**src/rtl/composite_pattern_gen_if.sv**
```systemverilog
// Bundle of the composite generator's mode input and timing/level outputs.
interface composite_pattern_gen_if #(
    parameter int unsigned POS_W = 9
);
    logic [1:0]       mode;
    logic [1:0]       out;
    logic             hsync;
    logic             vsync;
    logic             display_on;
    logic [POS_W-1:0] hpos;
    logic [POS_W-1:0] vpos;
    logic [7:0]       frame;
    logic             pix_en;

    modport master (
        input  mode,
        output out, hsync, vsync, display_on, hpos, vpos, frame, pix_en
    );

    modport slave (
        output mode,
        input  out, hsync, vsync, display_on, hpos, vpos, frame, pix_en
    );
endinterface

```
**src/rtl/composite_pattern_gen.sv**
```systemverilog
// Composite video timing plus 4-level test-pattern generator with a pixel-rate
// divider; all outputs registered and updated together after each pixel strobe.
module composite_pattern_gen #(
    parameter int unsigned H_DISPLAY = 256,
    parameter int unsigned H_BACK    = 60,
    parameter int unsigned H_FRONT   = 40,
    parameter int unsigned H_SYNC    = 25,
    parameter int unsigned V_DISPLAY = 240,
    parameter int unsigned V_TOP     = 18,
    parameter int unsigned V_BOTTOM  = 14,
    parameter int unsigned V_SYNC    = 4,
    parameter int unsigned CLK_DIV   = 2,
    parameter int unsigned POS_W     = 9
) (
    input  logic                    clk,
    input  logic                    reset,
    composite_pattern_gen_if.master vid
);
    localparam int unsigned H_MAX = H_DISPLAY + H_FRONT + H_SYNC + H_BACK;
    localparam int unsigned V_MAX = V_DISPLAY + V_BOTTOM + V_SYNC + V_TOP;
    localparam int unsigned DIV_W = (CLK_DIV > 1) ? $clog2(CLK_DIV) : 1;

    localparam logic [DIV_W-1:0] DIV_LAST = DIV_W'(CLK_DIV - 1);
    localparam logic [POS_W-1:0] H_LAST   = POS_W'(H_MAX - 1);
    localparam logic [POS_W-1:0] V_LAST   = POS_W'(V_MAX - 1);
    localparam logic [POS_W-1:0] HS_FIRST = POS_W'(H_DISPLAY + H_FRONT);
    localparam logic [POS_W-1:0] HS_LAST  = POS_W'(H_DISPLAY + H_FRONT + H_SYNC - 1);
    localparam logic [POS_W-1:0] VS_FIRST = POS_W'(V_DISPLAY + V_BOTTOM);
    localparam logic [POS_W-1:0] VS_LAST  = POS_W'(V_DISPLAY + V_BOTTOM + V_SYNC - 1);
    localparam logic [POS_W-1:0] H_VIS    = POS_W'(H_DISPLAY);
    localparam logic [POS_W-1:0] V_VIS    = POS_W'(V_DISPLAY);
    localparam logic [POS_W-1:0] H_EDGE   = POS_W'(H_DISPLAY - 1);
    localparam logic [POS_W-1:0] V_EDGE   = POS_W'(V_DISPLAY - 1);
    localparam logic [POS_W-1:0] BAND1    = POS_W'(V_DISPLAY / 3);
    localparam logic [POS_W-1:0] BAND2    = POS_W'(2 * V_DISPLAY / 3);

    localparam logic [1:0] LVL_SYNC  = 2'd0;
    localparam logic [1:0] LVL_BLACK = 2'd1;
    localparam logic [1:0] LVL_GRAY  = 2'd2;
    localparam logic [1:0] LVL_WHITE = 2'd3;

    typedef enum logic {S_IDLE, S_RUN} state_t;

    state_t           r_state, w_state_n;
    logic [DIV_W-1:0] r_div, w_div_n;
    logic             r_pix_en;
    logic [POS_W-1:0] r_hpos, r_vpos, w_hpos_n, w_vpos_n;
    logic [7:0]       r_frame, w_frame_n;
    logic [1:0]       r_mode, w_mode_n;
    logic             r_hsync, r_vsync, r_disp;
    logic [1:0]       r_out;
    logic             w_hsync_n, w_vsync_n, w_disp_n, w_r;
    logic [2:0]       w_plaid_sum;
    logic [1:0]       w_pat, w_out_n;

    assign w_div_n = (r_div == DIV_LAST) ? '0 : r_div + DIV_W'(1);

    always_ff @(posedge clk or negedge reset) begin
        if (!reset) r_state <= S_IDLE;
        else        r_state <= w_state_n;
    end

    // Position/frame sequencing; mode is sampled only when a frame begins
    always_comb begin
        w_state_n = r_state;
        w_hpos_n  = r_hpos;
        w_vpos_n  = r_vpos;
        w_frame_n = r_frame;
        w_mode_n  = r_mode;
        case (r_state)
            S_IDLE: begin
                if (r_pix_en) begin
                    w_state_n = S_RUN;
                    w_hpos_n  = '0;
                    w_vpos_n  = '0;
                    w_mode_n  = vid.mode;
                end
            end
            S_RUN: begin
                if (r_pix_en) begin
                    if (r_hpos == H_LAST) begin
                        w_hpos_n = '0;
                        if (r_vpos == V_LAST) begin
                            w_vpos_n  = '0;
                            w_frame_n = r_frame + 8'd1;
                            w_mode_n  = vid.mode;
                        end else begin
                            w_vpos_n = r_vpos + POS_W'(1);
                        end
                    end else begin
                        w_hpos_n = r_hpos + POS_W'(1);
                    end
                end
            end
        endcase
    end

    // Decode on the upcoming position so level and sync track hpos/vpos exactly
    always_comb begin
        w_hsync_n   = (w_hpos_n >= HS_FIRST) && (w_hpos_n <= HS_LAST);
        w_vsync_n   = (w_vpos_n >= VS_FIRST) && (w_vpos_n <= VS_LAST);
        w_disp_n    = (w_hpos_n < H_VIS) && (w_vpos_n < V_VIS);
        w_r         = (w_hpos_n[2:0] == 3'd0) || (w_vpos_n[2:0] == 3'd0);
        w_plaid_sum = 3'd1 + 3'(w_r) + 3'(w_vpos_n[4]) + 3'(w_hpos_n[4]);
        w_pat       = LVL_BLACK;
        case (w_mode_n)
            2'd0: w_pat = (w_plaid_sum > 3'd3) ? LVL_WHITE : w_plaid_sum[1:0];
            2'd1: w_pat = (w_vpos_n < BAND1) ? LVL_GRAY :
                          (w_vpos_n < BAND2) ? LVL_WHITE : LVL_BLACK;
            2'd2: w_pat = ((w_hpos_n == '0) || (w_hpos_n == H_EDGE) ||
                           (w_vpos_n == '0) || (w_vpos_n == V_EDGE)) ? LVL_WHITE : LVL_BLACK;
            default: w_pat = (w_hpos_n[POS_W-1:3] == w_frame_n[POS_W-4:0]) ? LVL_WHITE : LVL_GRAY;
        endcase
        w_out_n = (w_hsync_n || w_vsync_n) ? LVL_SYNC :
                  (!w_disp_n)              ? LVL_BLACK : w_pat;
    end

    always_ff @(posedge clk or negedge reset) begin
        if (!reset) begin
            r_div    <= '0;
            r_pix_en <= 1'b0;
            r_hpos   <= '0;
            r_vpos   <= '0;
            r_frame  <= '0;
            r_mode   <= '0;
            r_hsync  <= 1'b0;
            r_vsync  <= 1'b0;
            r_disp   <= 1'b0;
            r_out    <= LVL_SYNC;
        end else begin
            r_div    <= w_div_n;
            r_pix_en <= (r_div == DIV_LAST);
            if (r_pix_en) begin
                r_hpos  <= w_hpos_n;
                r_vpos  <= w_vpos_n;
                r_frame <= w_frame_n;
                r_mode  <= w_mode_n;
                r_hsync <= w_hsync_n;
                r_vsync <= w_vsync_n;
                r_disp  <= w_disp_n;
                r_out   <= w_out_n;
            end
        end
    end

    assign vid.out        = r_out;
    assign vid.hsync      = r_hsync;
    assign vid.vsync      = r_vsync;
    assign vid.display_on = r_disp;
    assign vid.hpos       = r_hpos;
    assign vid.vpos       = r_vpos;
    assign vid.frame      = r_frame;
    assign vid.pix_en     = r_pix_en;
endmodule
```
**src/flat_wrapper.sv**
```systemverilog
// flat-port wrapper written by rule: the top's interface ports become plain ports
module composite_pattern_gen_flat 
#(
    parameter int unsigned H_DISPLAY = 256,
    parameter int unsigned H_BACK    = 60,
    parameter int unsigned H_FRONT   = 40,
    parameter int unsigned H_SYNC    = 25,
    parameter int unsigned V_DISPLAY = 240,
    parameter int unsigned V_TOP     = 18,
    parameter int unsigned V_BOTTOM  = 14,
    parameter int unsigned V_SYNC    = 4,
    parameter int unsigned CLK_DIV   = 2,
    parameter int unsigned POS_W     = 9
)
  (clk, reset, vid_mode, vid_out, vid_hsync, vid_vsync, vid_display_on, vid_hpos, vid_vpos, vid_frame, vid_pix_en);
  composite_pattern_gen_if #(.POS_W(POS_W)) vid_i ();
  input  logic clk;
  input  logic reset;
  input wire logic [$bits(vid_i.mode)-1:0] vid_mode;
  output wire logic [$bits(vid_i.out)-1:0] vid_out;
  output wire logic [$bits(vid_i.hsync)-1:0] vid_hsync;
  output wire logic [$bits(vid_i.vsync)-1:0] vid_vsync;
  output wire logic [$bits(vid_i.display_on)-1:0] vid_display_on;
  output wire logic [$bits(vid_i.hpos)-1:0] vid_hpos;
  output wire logic [$bits(vid_i.vpos)-1:0] vid_vpos;
  output wire logic [$bits(vid_i.frame)-1:0] vid_frame;
  output wire logic [$bits(vid_i.pix_en)-1:0] vid_pix_en;
  assign vid_i.mode = vid_mode;
  assign vid_out = vid_i.out;
  assign vid_hsync = vid_i.hsync;
  assign vid_vsync = vid_i.vsync;
  assign vid_display_on = vid_i.display_on;
  assign vid_hpos = vid_i.hpos;
  assign vid_vpos = vid_i.vpos;
  assign vid_frame = vid_i.frame;
  assign vid_pix_en = vid_i.pix_en;
  composite_pattern_gen #(.H_DISPLAY(H_DISPLAY), .H_BACK(H_BACK), .H_FRONT(H_FRONT), .H_SYNC(H_SYNC), .V_DISPLAY(V_DISPLAY), .V_TOP(V_TOP), .V_BOTTOM(V_BOTTOM), .V_SYNC(V_SYNC), .CLK_DIV(CLK_DIV), .POS_W(POS_W)) u_core (.clk(clk), .reset(reset), .vid(vid_i));
endmodule
```
**config.mk**
```make
export PLATFORM = sky130hd
export DESIGN_NAME = composite_pattern_gen_flat
export DESIGN_NICKNAME = d
export VERILOG_FILES = /design/src/rtl/composite_pattern_gen_if.sv /design/src/rtl/composite_pattern_gen.sv /design/src/flat_wrapper.sv
export SDC_FILE = /design/constraint.sdc
export NUM_CORES = 1
export LEC_CHECK = 0
export CORE_ASPECT_RATIO = 1.25
export CORE_MARGIN = 8
export CORE_UTILIZATION = 56
export CTS_BUF_LIST = sky130_fd_sc_hd__clkbuf_2 sky130_fd_sc_hd__clkbuf_4 sky130_fd_sc_hd__clkbuf_8
export DETAILED_ROUTE_END_ITERATION = 16
export PLACE_DENSITY = 0.82
export REMOVE_ABC_BUFFERS = 1
export SKIP_LAST_GASP = 1
export SYNTH_ARGS = -nofsm -noshare
export SYNTH_HDL_FRONTEND = slang
export SYNTH_SLANG_ARGS = --single-unit
```
**constraint.sdc**
```tcl
create_clock -name clk -period 3.5 [get_ports clk]
set_input_delay 1.05 -clock clk [delete_from_list [all_inputs] [get_ports clk]]
set_output_delay 1.05 -clock clk [all_outputs]
set_load 0.01 [all_outputs]
```
======== Word level (Yosys, flattened, before mapping) ========
Index checks and enable logic that the tools add are counted.
word-level totals
  bits in registers ....................... 36
cells by class
  order comparisons ....................... 9
  reduce and logical (&&, ||, !) cells .... 14
  $add $sub $neg .......................... 7
  mux-type cells .......................... 29
  bitwise operators ....................... 1
  eq/ne operators ......................... 7
operators by type and width
  cell                                                            number
  2-to-1 mux 9 bit                                                7
  case mux 9 bit (2 select lines)                                 2
  2-to-1 mux 6 bit                                                4
  2-to-1 mux 2 bit                                                10
  adder 9 x 1 -> 9 bit (second input constant)                    2
  == test 9 x 8 -> 1 bit (second input constant)                  2
  == test 9 bit (second input constant)                           2
  less-or-equal comparator 9 bit (second input constant)          2
  logical NOT 9 bit                                               2
  < comparator 9 x 8 -> 1 bit (second input constant)             2
  >= comparator 9 x 8 -> 1 bit (second input constant)            1
  >= comparator 9 bit (second input constant)                     1
  < comparator 9 x 7 -> 1 bit (second input constant)             1
  < comparator 9 bit (second input constant)                      1
  adder 8 x 1 -> 8 bit (second input constant)                    1
  adder 3 x 1 -> 3 bit                                            2
  == test 6 bit                                                   1
  logical NOT 3 bit                                               2
  case mux 2 bit (3 select lines)                                 1
  logical OR 1 bit                                                5
  2-to-1 mux 1 bit                                                4
  case mux 2 bit (2 select lines)                                 1
  AND reduction 4 bit                                             1
  greater-than comparator 3 x 2 -> 1 bit (second input constant)  1
  other kinds (7)                                                 9

======== Logic depth before layout (Yosys ltp) ========
Gate-level depths: netlist of run 1.
  depth after elaboration ................. 15
  mapped depth ............................ 12
  mapped depth without buffers ............ 12

======== Worst setup path after synthesis of run 1 ========
OpenSTA, ideal clock, no wires.
  path kind ............................... register to register
  from .................................... register u_core.r_hpos[0], in the netlist u_core.vid.hpos[0]
  to ...................................... register u_core.r_out[0], in the netlist u_core.vid.out[0]
  clock period less this slack ............ 2.837 ns
  path slack .............................. 0.663 ns
  stages on the path, launching flop included .. 13
  path buffers ............................ 0
  arrival ................................. 2.711 ns
  path through ............................ dfrtp_1 inv_1 ha_1 nand4b_2 nor2_2 nand2_1 o31ai_1 o31ai_2 fa_1 nand3_1 a21o_1 o21ai_1 a2bb2oi_1
on the way
  cells in the longest elaborated chain, start to end .. 14
RTL lines
  element                                                RTL line                                                  RTL
  start, declared                                        composite_pattern_gen.sv:47                               logic [POS_W-1:0] r_hpos, r_vpos, w_hpos_n, w_vpos_n;
  start signal, assigned                                 composite_pattern_gen.sv:134                              r_hpos <= w_hpos_n;
  adder 9 x 1 -> 9 bit or == test 9 bit (tied branches)  composite_pattern_gen.sv:91, composite_pattern_gen.sv:81
  2-to-1 mux 9 bit                                       composite_pattern_gen.sv:81                               if (r_hpos == H_LAST) begin
  2-to-1 mux 9 bit                                       composite_pattern_gen.sv:80                               if (r_pix_en) begin
  case mux 9 bit (2 select lines)                        composite_pattern_gen.sv:70                               case (r_state)
  logical NOT 3 bit                                      composite_pattern_gen.sv:103                              w_r = (w_hpos_n[2:0] == 3'd0) || (w_vpos_n[2:0] == 3'd0);
  logical OR 1 bit                                       composite_pattern_gen.sv:103
  adder 1 x 1 -> 2 bit                                   composite_pattern_gen.sv:104                              w_plaid_sum = 3'd1 + 3'(w_r) + 3'(w_vpos_n[4]) + 3'(w_hpos_n[4]);
  adder 3 x 1 -> 3 bit (2 in a row)                      composite_pattern_gen.sv:104
  greater-than comparator 3 x 2 -> 1 bit                 composite_pattern_gen.sv:107                              2'd0: w_pat = (w_plaid_sum > 3'd3) ? LVL_WHITE : w_plaid_sum[1:0];
  2-to-1 mux 2 bit                                       composite_pattern_gen.sv:107
  case mux 2 bit (3 select lines)                        composite_pattern_gen.sv:106                              case (w_mode_n)
  2-to-1 mux 2 bit                                       composite_pattern_gen.sv:115                              (!w_disp_n) ? LVL_BLACK : w_pat;
  2-to-1 mux 2 bit (*)                                   composite_pattern_gen.sv:114                              w_out_n = (w_hsync_n || w_vsync_n) ? LVL_SYNC :
  end signal, assigned                                   composite_pattern_gen.sv:141                              r_out <= w_out_n;
  end, declared                                          composite_pattern_gen.sv:51                               logic [1:0] r_out;
Every way passes the cells marked *; elsewhere a longest branch is shown, timed or not.
A chain may end at the register's enable or synchronous reset.

======== Worst setup path in the final report of run 1 ========
Same ends and word-level chain as after synthesis.

==> results of run 1 <==
-- worst max-delay path by stage --
stage,cells after the start,start,slack (ns),end
final,12,u_core.vid.hpos[0],0.32,u_core.vid.out[0]
after global routing,12,u_core.vid.hpos[0],0.06,u_core.vid.out[0]
after CTS,12,u_core.vid.hpos[0],0.32,u_core.vid.out[0]
after detailed placement,12,u_core.vid.hpos[0],0.33,u_core.vid.out[0]
after global placement,12,u_core.vid.hpos[0],0.50,u_core.vid.out[0]
after floorplan,12,u_core.vid.hpos[0],0.66,u_core.vid.out[0]
-- flip-flops by register name (all words and copies together) (netlist names) --
| name | cells |
|---|---|
| u_core.vid.vpos | 9 |
| u_core.vid.out | 2 |
| u_core.vid.pix_en | 1 |
| u_core.r_mode | 2 |
| u_core.vid.frame | 8 |
| u_core.vid.vsync | 1 |
| u_core.vid.hpos | 9 |
| u_core.vid.display_on | 1 |
| u_core.vid.hsync | 1 |
| u_core.r_div | 1 |
| u_core.r_state | 1 |
-- cells by family (layout without fill, tap and decap cells) --
| logic type | after synthesis | after routing |
|---|---|---|
| xor gates and xnor gates | 12 | 12 |
| buffers and inverters | 28 | 67 |
| and+or+nand+nor | 108 | 108 |
| AOI/OAI and AO/OA | 61 | 61 |
| adders and majority gates | 5 | 5 |
| muxes | 6 | 6 |
| DFF | 36 | 36 |
-- layer usage --
| metal | wire length (um) | vias to the layer above | GRT usage [%] | share of wire (%) |
|---|---|---|---|---|
| met5 | 0 | - | 0 | 0 |
| met4 | 117 | 0 | 8.21 | 1.8 |
| met3 | 491 | 14 | 4.94 | 7.7 |
| met2 | 3120 | 118 | 32.5 | 49 |
| met1 | 2610 | 1080 | 23.9 | 41 |
| li1 | - | 1031 | - | - |
-- worst reg2reg max path, delay by kind of cell (launching register included) --
| family | cells | cell delay [ns] |
|---|---|---|
| compound gates | 7 | 1.35 |
| simple gates | 2 | 0.34 |
| fa+ha+maj | 2 | 0.76 |
| flops | 1 | 0.48 |
| buf+inv | 1 | 0.13 |
-- through the flow --
stage               power, mW  setup WS [ns]
global placement        0.449          0.495
detailed placement      0.449          0.326
finish                  0.762          0.324
CTS                     0.768          0.320
global route            0.788         0.0573
floorplan               0.434          0.662
-- cells in the final DEF, fill, tap and decap left out, drive strengths merged, types with 3 or more instances in the layout --
| cell type | n |
|---|---|
| dfrtp | 36 |
| clkdlybuf4s50 | 34 |
| nand2 | 26 |
| o21ai | 20 |
| inv | 19 |
| nand3 | 19 |
| nor2 | 13 |
| nor4 | 11 |
| xnor2 | 8 |
| nand4 | 8 |
| clkbuf | 8 |
| buf | 6 |
| o31ai | 6 |
| and3 | 5 |
| nor3 | 5 |
| mux2i | 5 |
| or3 | 4 |
| a21o | 4 |
| ha | 4 |
| a31oi | 4 |
| a2bb2oi | 4 |
| xor2 | 4 |
| a21oi | 3 |
| nor2b | 3 |
| or4 | 3 |
-- final cells by class --
cell class / instances / area, um2
tap: 56 / 70.1
timing repair buffer: 40 / 383
clock buffer: 8 / 97.6
sequential: 36 / 901
inverter: 19 / 71.3
multi-input combinational: 192 / 1380
fill: 339 / 1190
-- cells in the mapped netlist, types with 2 or more instances --
master	number	share of area (%)
a21o_1	4	1.3
a21oi_1	3	0.63
a2bb2oi_1	3	1.1
a31oi_1	3	0.79
and3_1	5	1.3
clkbuf_1	6	0.94
dfrtp_1	36	38
ha_1	4	2.1
inv_1	19	3.0
mux2i_1	3	1.3
mux2i_2	2	1.2
nand2_1	25	3.9
nand3_1	18	3.8
nand3b_1	2	0.63
nand4_1	7	1.8
nor2_1	12	1.9
nor2b_1	3	0.79
nor3_1	5	1.0
nor4_1	9	2.4
o211ai_1	2	0.63
o21a_1	2	0.63
o21ai_0	16	3.4
o21ai_1	4	0.84
o31ai_1	4	1.3
or3_1	4	1.0
or4_4	2	0.94
xnor2_1	8	2.9
xor2_1	3	1.1
-- where the power goes --
| part | internal, mW | switching (mW) |
|---|---|---|
| logic | 0.00760 | 0.0137 |
| clock network | 0.176 | 0.145 |
| registers | 0.418 | 0.00108 |
| total | 0.602 | 0.160 |
==> run_results.csv, run 1 <==
group,metric,value,unit
floorplan,die-area,6630,um2
sta,setup_viol,0,
place,dp_cells,343,
global_routing,track_usage,19.8,%
logic_synthesis,synth-seq-area-share,37.7,%
logic_synthesis,synth_xor_area_share,4.71,%
clocking,clk_latency,0.29,ns
power_and_ir_drop,power_density,262,nW/um2
hold_path,hp-class,"flip-flop to flip-flop",
clocking,cts_tree,"built",
layout,fin_nets,303,
global_routing,gr-total-overflow,0,
floorplan,fp.dieW,74.4,um
setup_path,crit_top_cell,"a21oi_1",
clocking,cts_sinks,36,
setup_path,end_kind,"flip-flop",
route,wl,6.34,mm
logic_synthesis,ys.flop_type,"dfrtp_1",
global_routing,grt_max_degree,37,
setup_path,r2r_cells,12,
sta,hold_viol_final,0,
layout,syn_to_final_growth,21.6,%
logic_synthesis,async_flop_share,100,%
clocking,root_buffer,"clkbuf_8",
setup_path,r2r_slack,0.32,ns
sta,finalSetupTns,0,ns
floorplan,boundaryPins,36,
clocking,hold_buffers,0,
clocking,cts_max_path_buffers,2,
place,numPortBuffers,35,
sta,whs,0.377,ns
setup_path,slowest_delay,0.50,ns
route,drt_iter0_drc,297,
setup_path,worstPathCellList,"inv_1 -> ha_1 -> and4b_2 -> a21oi_1 -> a21oi_1 -> o21ai_0 -> o31ai_2 -> fa_1 -> nand3_1 -> a21o_1 -> o21ai_1 -> a2bb2oi_1",
setup_path,cp_slowest_cell,"fa_1",
hold_path,hold_start,"u_core.r_div",
route,vias,2243,
setup_path,arrival,3.34,ns
place,place_area,2800,um2
floorplan,dieHeight,89.0,um
logic_synthesis,synthSimpleGateAreaFrac,26.5,%
route,drtAntennaViolNets,0,
floorplan,core_area,4100,um2
sta,max_freq,315,MHz
route,wl_per_cell,18.1,um
logic_synthesis,postSynthCellCount,256,
clocking,post_cts_buffers,0,
layout,layout-drive-gt1-share,13.2,%
hold_path,holdPathStages,0,
logic_synthesis,synth_compound_area_share,20.6,%
layout,layout.cells.non_filler,351,
sta,period_share,90.7,%
place,gp_congestion,0.961,
logic_synthesis,synthAdderAreaFrac,2.93,%
route,remaining_drc_errors,0,
clocking,clkTransAtPathRegs,0.06,ns
logic_synthesis,ys_ff_latch,36,
layout,final_core_util,70.9,%
run_status,status,"finished clean",
clocking,numCtsBuffers,5,
sta,rsz0062_at_grt,"false",
logic_synthesis,synth_top_family_by_area,"simple AND/OR/NAND/NOR gates",
setup_path,crit_fanout,9,
logic_synthesis,synth_edf_count,0,
logic_synthesis,yosysWarningCount,0,
job,drv_cap,0,
setup_path,critPathBufInv,1,
sta,worstMarginPinSlew,0.819,ns
setup_path,start_kind,"flip-flop",
sta,slew_violations,0,
setup_path,crit-reg2reg-launch,"u_core.vid.hpos[0]",
layout,fin_area,2910,um2
power_and_ir_drop,leakage,1.32,nW
global_routing,grt_pass1_wl,10.1,mm
clocking,cts_max_level,2,
setup_path,path_delay_family,"compound AO/OA/AOI/OAI gates",
setup_path,cp.required,3.66,ns
floorplan,initial_core_util,58.3,%
setup_path,crit_type,"flip-flop to flip-flop",
sta,layout_min_cycle_time,3.18,ns
floorplan,rows,26,
clocking,cts_resized,0,
logic_synthesis,ys_types,70,
logic_synthesis,syn_avg_cell_area,9.34,um2
global_routing,antenna_found_initial,0,
logic_synthesis,synth.area.mux_share,2.88,%
setup_path,rr_endpoint,"u_core.vid.out[0]",
place,dp_hpwl,4.65,mm
route,vias_per_cell,6.39,
global_routing,first_global_vias,2149,
route,first_pass_iters,6,
sta,finClkSkew,0.0107,ns
logic_synthesis,syn_area,2390,um2
power_and_ir_drop,irDropWorstVdd,0.000238,V
hold_path,min_to,"u_core.vid.pix_en",
sta,relSlewSlack,44.8,%
layout,n_antenna_cell,0,
Note: power is estimated with default switching activity, not from simulation.
==> run 2: changes to the inputs <==
--- a/config.mk
+++ b/config.mk
@@ -8,7 +8,7 @@
 export CORE_ASPECT_RATIO = 1.25
 export CORE_MARGIN = 8
 export CORE_UTILIZATION = 56
-export CTS_BUF_LIST = sky130_fd_sc_hd__clkbuf_2 sky130_fd_sc_hd__clkbuf_4 sky130_fd_sc_hd__clkbuf_8
+export CTS_BUF_LIST = sky130_fd_sc_hd__clkbuf_4
 export DETAILED_ROUTE_END_ITERATION = 16
 export PLACE_DENSITY = 0.82
 export REMOVE_ABC_BUFFERS = 1
==> run 2 against run 1 <==
Combinational power barely moved. Fmax increased by 0.68%. Routed wire length fell by 1.2%. Final cell count stayed put. Cell area shrank 1.4%. First-iteration DRC count decreased by 13%. Largest power group unchanged.
==> run_results.csv, run 2 (synthesized netlist as in run 1, its figures left out) <==
group,metric,value,unit
run_status,status,"finished clean",
global_routing,first_global_vias,2130,
sta,hold_viol_final,0,
power_and_ir_drop,irDropWorstVdd,0.000222,V
clocking,clk_latency,0.35,ns
clocking,cts_max_level,2,
clocking,cts_max_path_buffers,2,
sta,worstMarginPinSlew,0.807,ns
route,remaining_drc_errors,0,
clocking,cts_sinks,36,
route,vias,2235,
clocking,cts_tree,"built",
global_routing,grt_pass1_wl,10.1,mm
floorplan,initial_core_util,58.3,%
sta,finalSetupTns,0,ns
sta,rsz0062_at_grt,"false",
layout,layout_commonest_cell,"dfrtp_1",
clocking,root_buffer,"clkbuf_4",
setup_path,crit_top_cell,"a21oi_1",
floorplan,fp.dieW,74.4,um
sta,setup_viol,0,
setup_path,cp_slowest_cell,"fa_1",
sta,layout_min_cycle_time,3.15,ns
power_and_ir_drop,power_density,235,nW/um2
hold_path,hp-class,"flip-flop to flip-flop",
global_routing,gr-total-overflow,0,
floorplan,rows,26,
clocking,clkTransAtPathRegs,0.10,ns
route,m1WireLength,2.54,mm
layout,final_core_util,69.9,%
route,first_pass_iters,5,
setup_path,critPathBufInv,1,
sta,period_share,90.1,%
layout,fin_area,2870,um2
setup_path,arrival,3.37,ns
setup_path,worstPathCellList,"inv_1 -> ha_1 -> and4b_2 -> a21oi_1 -> a21oi_1 -> o21ai_0 -> o31ai_2 -> fa_1 -> nand3_1 -> a21o_1 -> o21ai_1 -> a2bb2oi_1",
layout,layout-drive-gt1-share,12.9,%
route,met3_length,469,um
sta,finClkSkew,0.0230,ns
global_routing,track_usage,19.7,%
layout,fill_cells,345,
global_routing,antenna_found_initial,0,
setup_path,path_delay_family,"compound AO/OA/AOI/OAI gates",
place,numPortBuffers,35,
setup_path,start_kind,"flip-flop",
route,drt_iter0_drc,259,
place,dp_hpwl,4.65,mm
job,drv_cap,0,
route,dr.max_layer_used,"met4",
setup_path,crit_type,"flip-flop to flip-flop",
sta,slew_violations,0,
route,wl_met2,3.10,mm
layout,syn_to_final_growth,19.9,%
floorplan,dieHeight,89.0,um
layout,layout_common_cells,"dfrtp_1, clkdlybuf4s50_1, nand2_1",
power_and_ir_drop,leakage,1.30,nW
route,wl,6.26,mm
floorplan,core_area,4100,um2
floorplan,die-area,6630,um2
route,drtAntennaViolNets,0,
setup_path,crit_fanout,9,
route,wl_per_cell,17.8,um
route,vias_per_cell,6.37,
setup_path,slowest_delay,0.50,ns
place,gp_congestion,0.961,
setup_path,cp.required,3.72,ns
clocking,numCtsBuffers,5,
setup_path,end_kind,"flip-flop",
place,place_area,2800,um2
sta,relSlewSlack,45.6,%
sta,max_freq,317,MHz
floorplan,boundaryPins,36,
global_routing,grt_max_degree,37,
layout,n_antenna_cell,0,
layout,fin_nets,303,
## run 2: report_power, final
| group | internal [mW] | switching, mW | total, mW |
|---|---|---|---|
| Sequential | 0.418 | 0.00104 | 0.419 |
| Combinational | 0.00761 | 0.0137 | 0.0213 |
| Clock | 0.0928 | 0.140 | 0.233 |
## run 2: through the flow
step	hold slack [ns]	instances	power, mW	worst slack, ns
final	0.384	351	0.673	0.345
after global routing	0.411	351	0.696	0.0737
after CTS	0.391	351	0.678	0.315
after detailed placement	0.367	343	0.449	0.326
after global placement	0.363	343	0.449	0.495
after floorplan	0.354	247	0.434	0.662
## run 2: repair_timing
item                       in CTS  in global routing
hold buffers                    0                  0
setup endpoints to repair       0                  1
setup buffers                   0                  0
gates resized for setup         0                  1
## run 2: worst paths after layout
kind / startpoint / end / slack (ns) / cells past startpoint
worst max-delay path: u_core.vid.hpos[0] / u_core.vid.out[0] / 0.35 / 12
worst min-delay path: u_core.r_div / u_core.vid.pix_en / 0.38 / 0
worst max register to register: u_core.vid.hpos[0] / u_core.vid.out[0] / 0.35 / 12
worst min register to register: u_core.r_div / u_core.vid.pix_en / 0.38 / 0
max in group asynchronous: reset / u_core.vid.vsync / 2.21 / 1
min in group asynchronous: reset / u_core.vid.hpos[2] / 0.76 / 1
## run 2: per-layer routing
layer	vias to the layer above	global-route usage (%)
met5	-	0
met4	0	9.11
met3	15	4.38
met2	114	31.9
met1	1079	24.3
li1	1027	-
## run 2: cell type report
class,instances,area (um2),area share (%)
multi-input cells,192,1380,48.3
flip-flops and latches,36,901,31.4
repair buffers,40,383,13.4
inverters,19,71.3,2.49
well taps,56,70.1,2.45
clock buffers,7,52.6,1.83
clock inverters,1,3.75,0.131
==> run 3: changes to the inputs <==
--- a/config.mk
+++ b/config.mk
@@ -10,8 +10,10 @@
 export CORE_UTILIZATION = 56
 export CTS_BUF_LIST = sky130_fd_sc_hd__clkbuf_4
 export DETAILED_ROUTE_END_ITERATION = 16
+export GPL_TIMING_DRIVEN = 0
 export PLACE_DENSITY = 0.82
 export REMOVE_ABC_BUFFERS = 1
+export SKIP_CTS_REPAIR_TIMING = 1
 export SKIP_LAST_GASP = 1
 export SYNTH_ARGS = -nofsm -noshare
 export SYNTH_HDL_FRONTEND = slang
==> run 3 against run 2 <==
Clock skew is 0.0014 ns higher. Cell area is 1.5% lower. Worst hold slack hardly changed. Critical path type unchanged.
==> run_results.csv, run 3 (synthesized netlist as in run 1, its figures left out) <==
group,metric,value,unit
global_routing,use_met2,32.9,%
layout,n_antenna_cell,0,
setup_path,worstPathCellList,"nand2_1 -> nor3_1 -> a311oi_1 -> nand2_1 -> and3_1 -> o211ai_1 -> o2111a_1 -> a2bb2oi_1",
route,wl_per_cell,17.6,um
sta,hold_viol_final,0,
sta,layout_min_cycle_time,3.22,ns
route,vias,2150,
clocking,numCtsBuffers,5,
place,dp_cells,338,
layout,fin_nets,298,
route,drtAntennaViolNets,0,
setup_path,start_kind,"flip-flop",
setup_path,end_kind,"flip-flop",
power_and_ir_drop,leakage,1.28,nW
clocking,cts_max_level,2,
sta,setup_slack,0.281,ns
setup_path,crit_top_cell,"nand2_1",
place,dp_hpwl,4.43,mm
global_routing,grt_pass1_wl,10.0,mm
setup_path,r2r_cells,8,
floorplan,core_area,4100,um2
layout,fill_cells,333,
global_routing,track_usage,19.6,%
layout,layout-drive-gt1-share,11.8,%
floorplan,fp.dieW,74.4,um
setup_path,critPathBufInv,0,
place,gp_congestion,0.910,
global_routing,grt.met3_usage,3.93,%
layout,layout.cells.non_filler,345,
place,dp_slack,0.154,ns
floorplan,die-area,6630,um2
sta,rsz0062_at_grt,"false",
clocking,root_buffer,"clkbuf_4",
global_routing,gr-total-overflow,0,
route,vias_per_cell,6.23,
job,drv_cap,0,
power_and_ir_drop,irDropWorstVdd,0.000183,V
sta,worstMarginPinSlew,0.876,ns
floorplan,boundaryPins,36,
layout,layout_common_cells,"dfrtp_1, clkdlybuf4s50_1, nand2_1",
clocking,cts_sinks,36,
place,numPortBuffers,35,
clocking,cts_tree,"built",
sta,period_share,92.0,%
sta,setup_viol,0,
route,first_pass_iters,4,
sta,max_freq,311,MHz
setup_path,slowest_delay,0.67,ns
hold_path,hp-class,"flip-flop to flip-flop",
global_routing,antenna_found_initial,0,
power_and_ir_drop,power_density,236,nW/um2
sta,relSlewSlack,41.2,%
global_routing,first_global_vias,2157,
route,drt_iter0_drc,204,
sta,finalSetupTns,0,ns
sta,slew_violations,0,
setup_path,crit_type,"flip-flop to flip-flop",
clocking,cts_max_path_buffers,2,
setup_path,path_delay_family,"compound AO/OA/AOI/OAI gates",
setup_path,cp.required,3.76,ns
power_and_ir_drop,power,0.665,mW
global_routing,grt_busiest_layer,"met2",
global_routing,grt_max_degree,37,
setup_path,crit_cells,8,
layout,layout_commonest_cell,"dfrtp_1",
hold_path,holdPathStages,0,
clocking,clkTransAtPathRegs,0.13,ns
floorplan,dieHeight,89.0,um
floorplan,initial_core_util,58.3,%
setup_path,cp_slowest_cell,"nand2_1",
clocking,clk_latency,0.35,ns
global_routing,met1_usage,22.9,%
layout,syn_to_final_growth,18.1,%
run_status,status,"finished clean",
route,remaining_drc_errors,0,
sta,finClkSkew,0.0245,ns
floorplan,rows,26,
setup_path,arrival,3.48,ns
route,wl,6.08,mm
setup_path,crit_fanout,14,
-- run 3: changes by cell type in the layout (fill, tap and decap cells not counted), sizes merged --
cell / before / now
buf: 6 / 1
clkbuf: 7 / 6
-- run 3: final timing paths --
| kind | endpoint | slack (ns) | from |
|---|---|---|---|
| max | u_core.vid.out[0] | 0.28 | u_core.r_state |
| min | u_core.vid.pix_en | 0.38 | u_core.r_div |
| max reg2reg | u_core.vid.out[0] | 0.28 | u_core.r_state |
| min reg2reg | u_core.vid.pix_en | 0.38 | u_core.r_div |
| max in group asynchronous | u_core.vid.pix_en | 2.13 | reset |
| min in group asynchronous | u_core.vid.hpos[0] | 0.78 | reset |
-- run 3: layout make-up --
class | instances | area [um2] | share of cell area (%)
inverter | 19 | 71.3 | 2.53
clock buffer | 6 | 45.0 | 1.60
timing repair buffer | 35 | 345 | 12.2
clock inverter | 1 | 5.00 | 0.177
multi-input combinational | 192 | 1380 | 49.0
sequential | 36 | 902 | 32.0
tap | 56 | 70.1 | 2.48
-- run 3: metal layers --
layer / vias to the layer above / part of all wire [%]
met5: - / 0
met2: 70 / 49
met1: 1050 / 43
met3: 15 / 5.5
met4: 0 / 2.6
li1: 1015 / -
-- run 3: through the flow --
step / cell area, um2 / hold WS, ns / utilization (%)
after floorplan: 2350 / 0.354 / -
after global placement: 2770 / 0.363 / 67.6
after detailed placement: 2770 / 0.371 / 67.5
after CTS: 2820 / 0.387 / 68.7
after global routing: 2820 / 0.391 / 68.9
final: 2820 / 0.384 / 68.9
-- run 3: where the power goes --
part	internal, mW	switching [mW]
Sequential	0.418	0.00105
Clock	0.0818	0.142
Combinational	0.00761	0.0143
Total	0.507	0.158
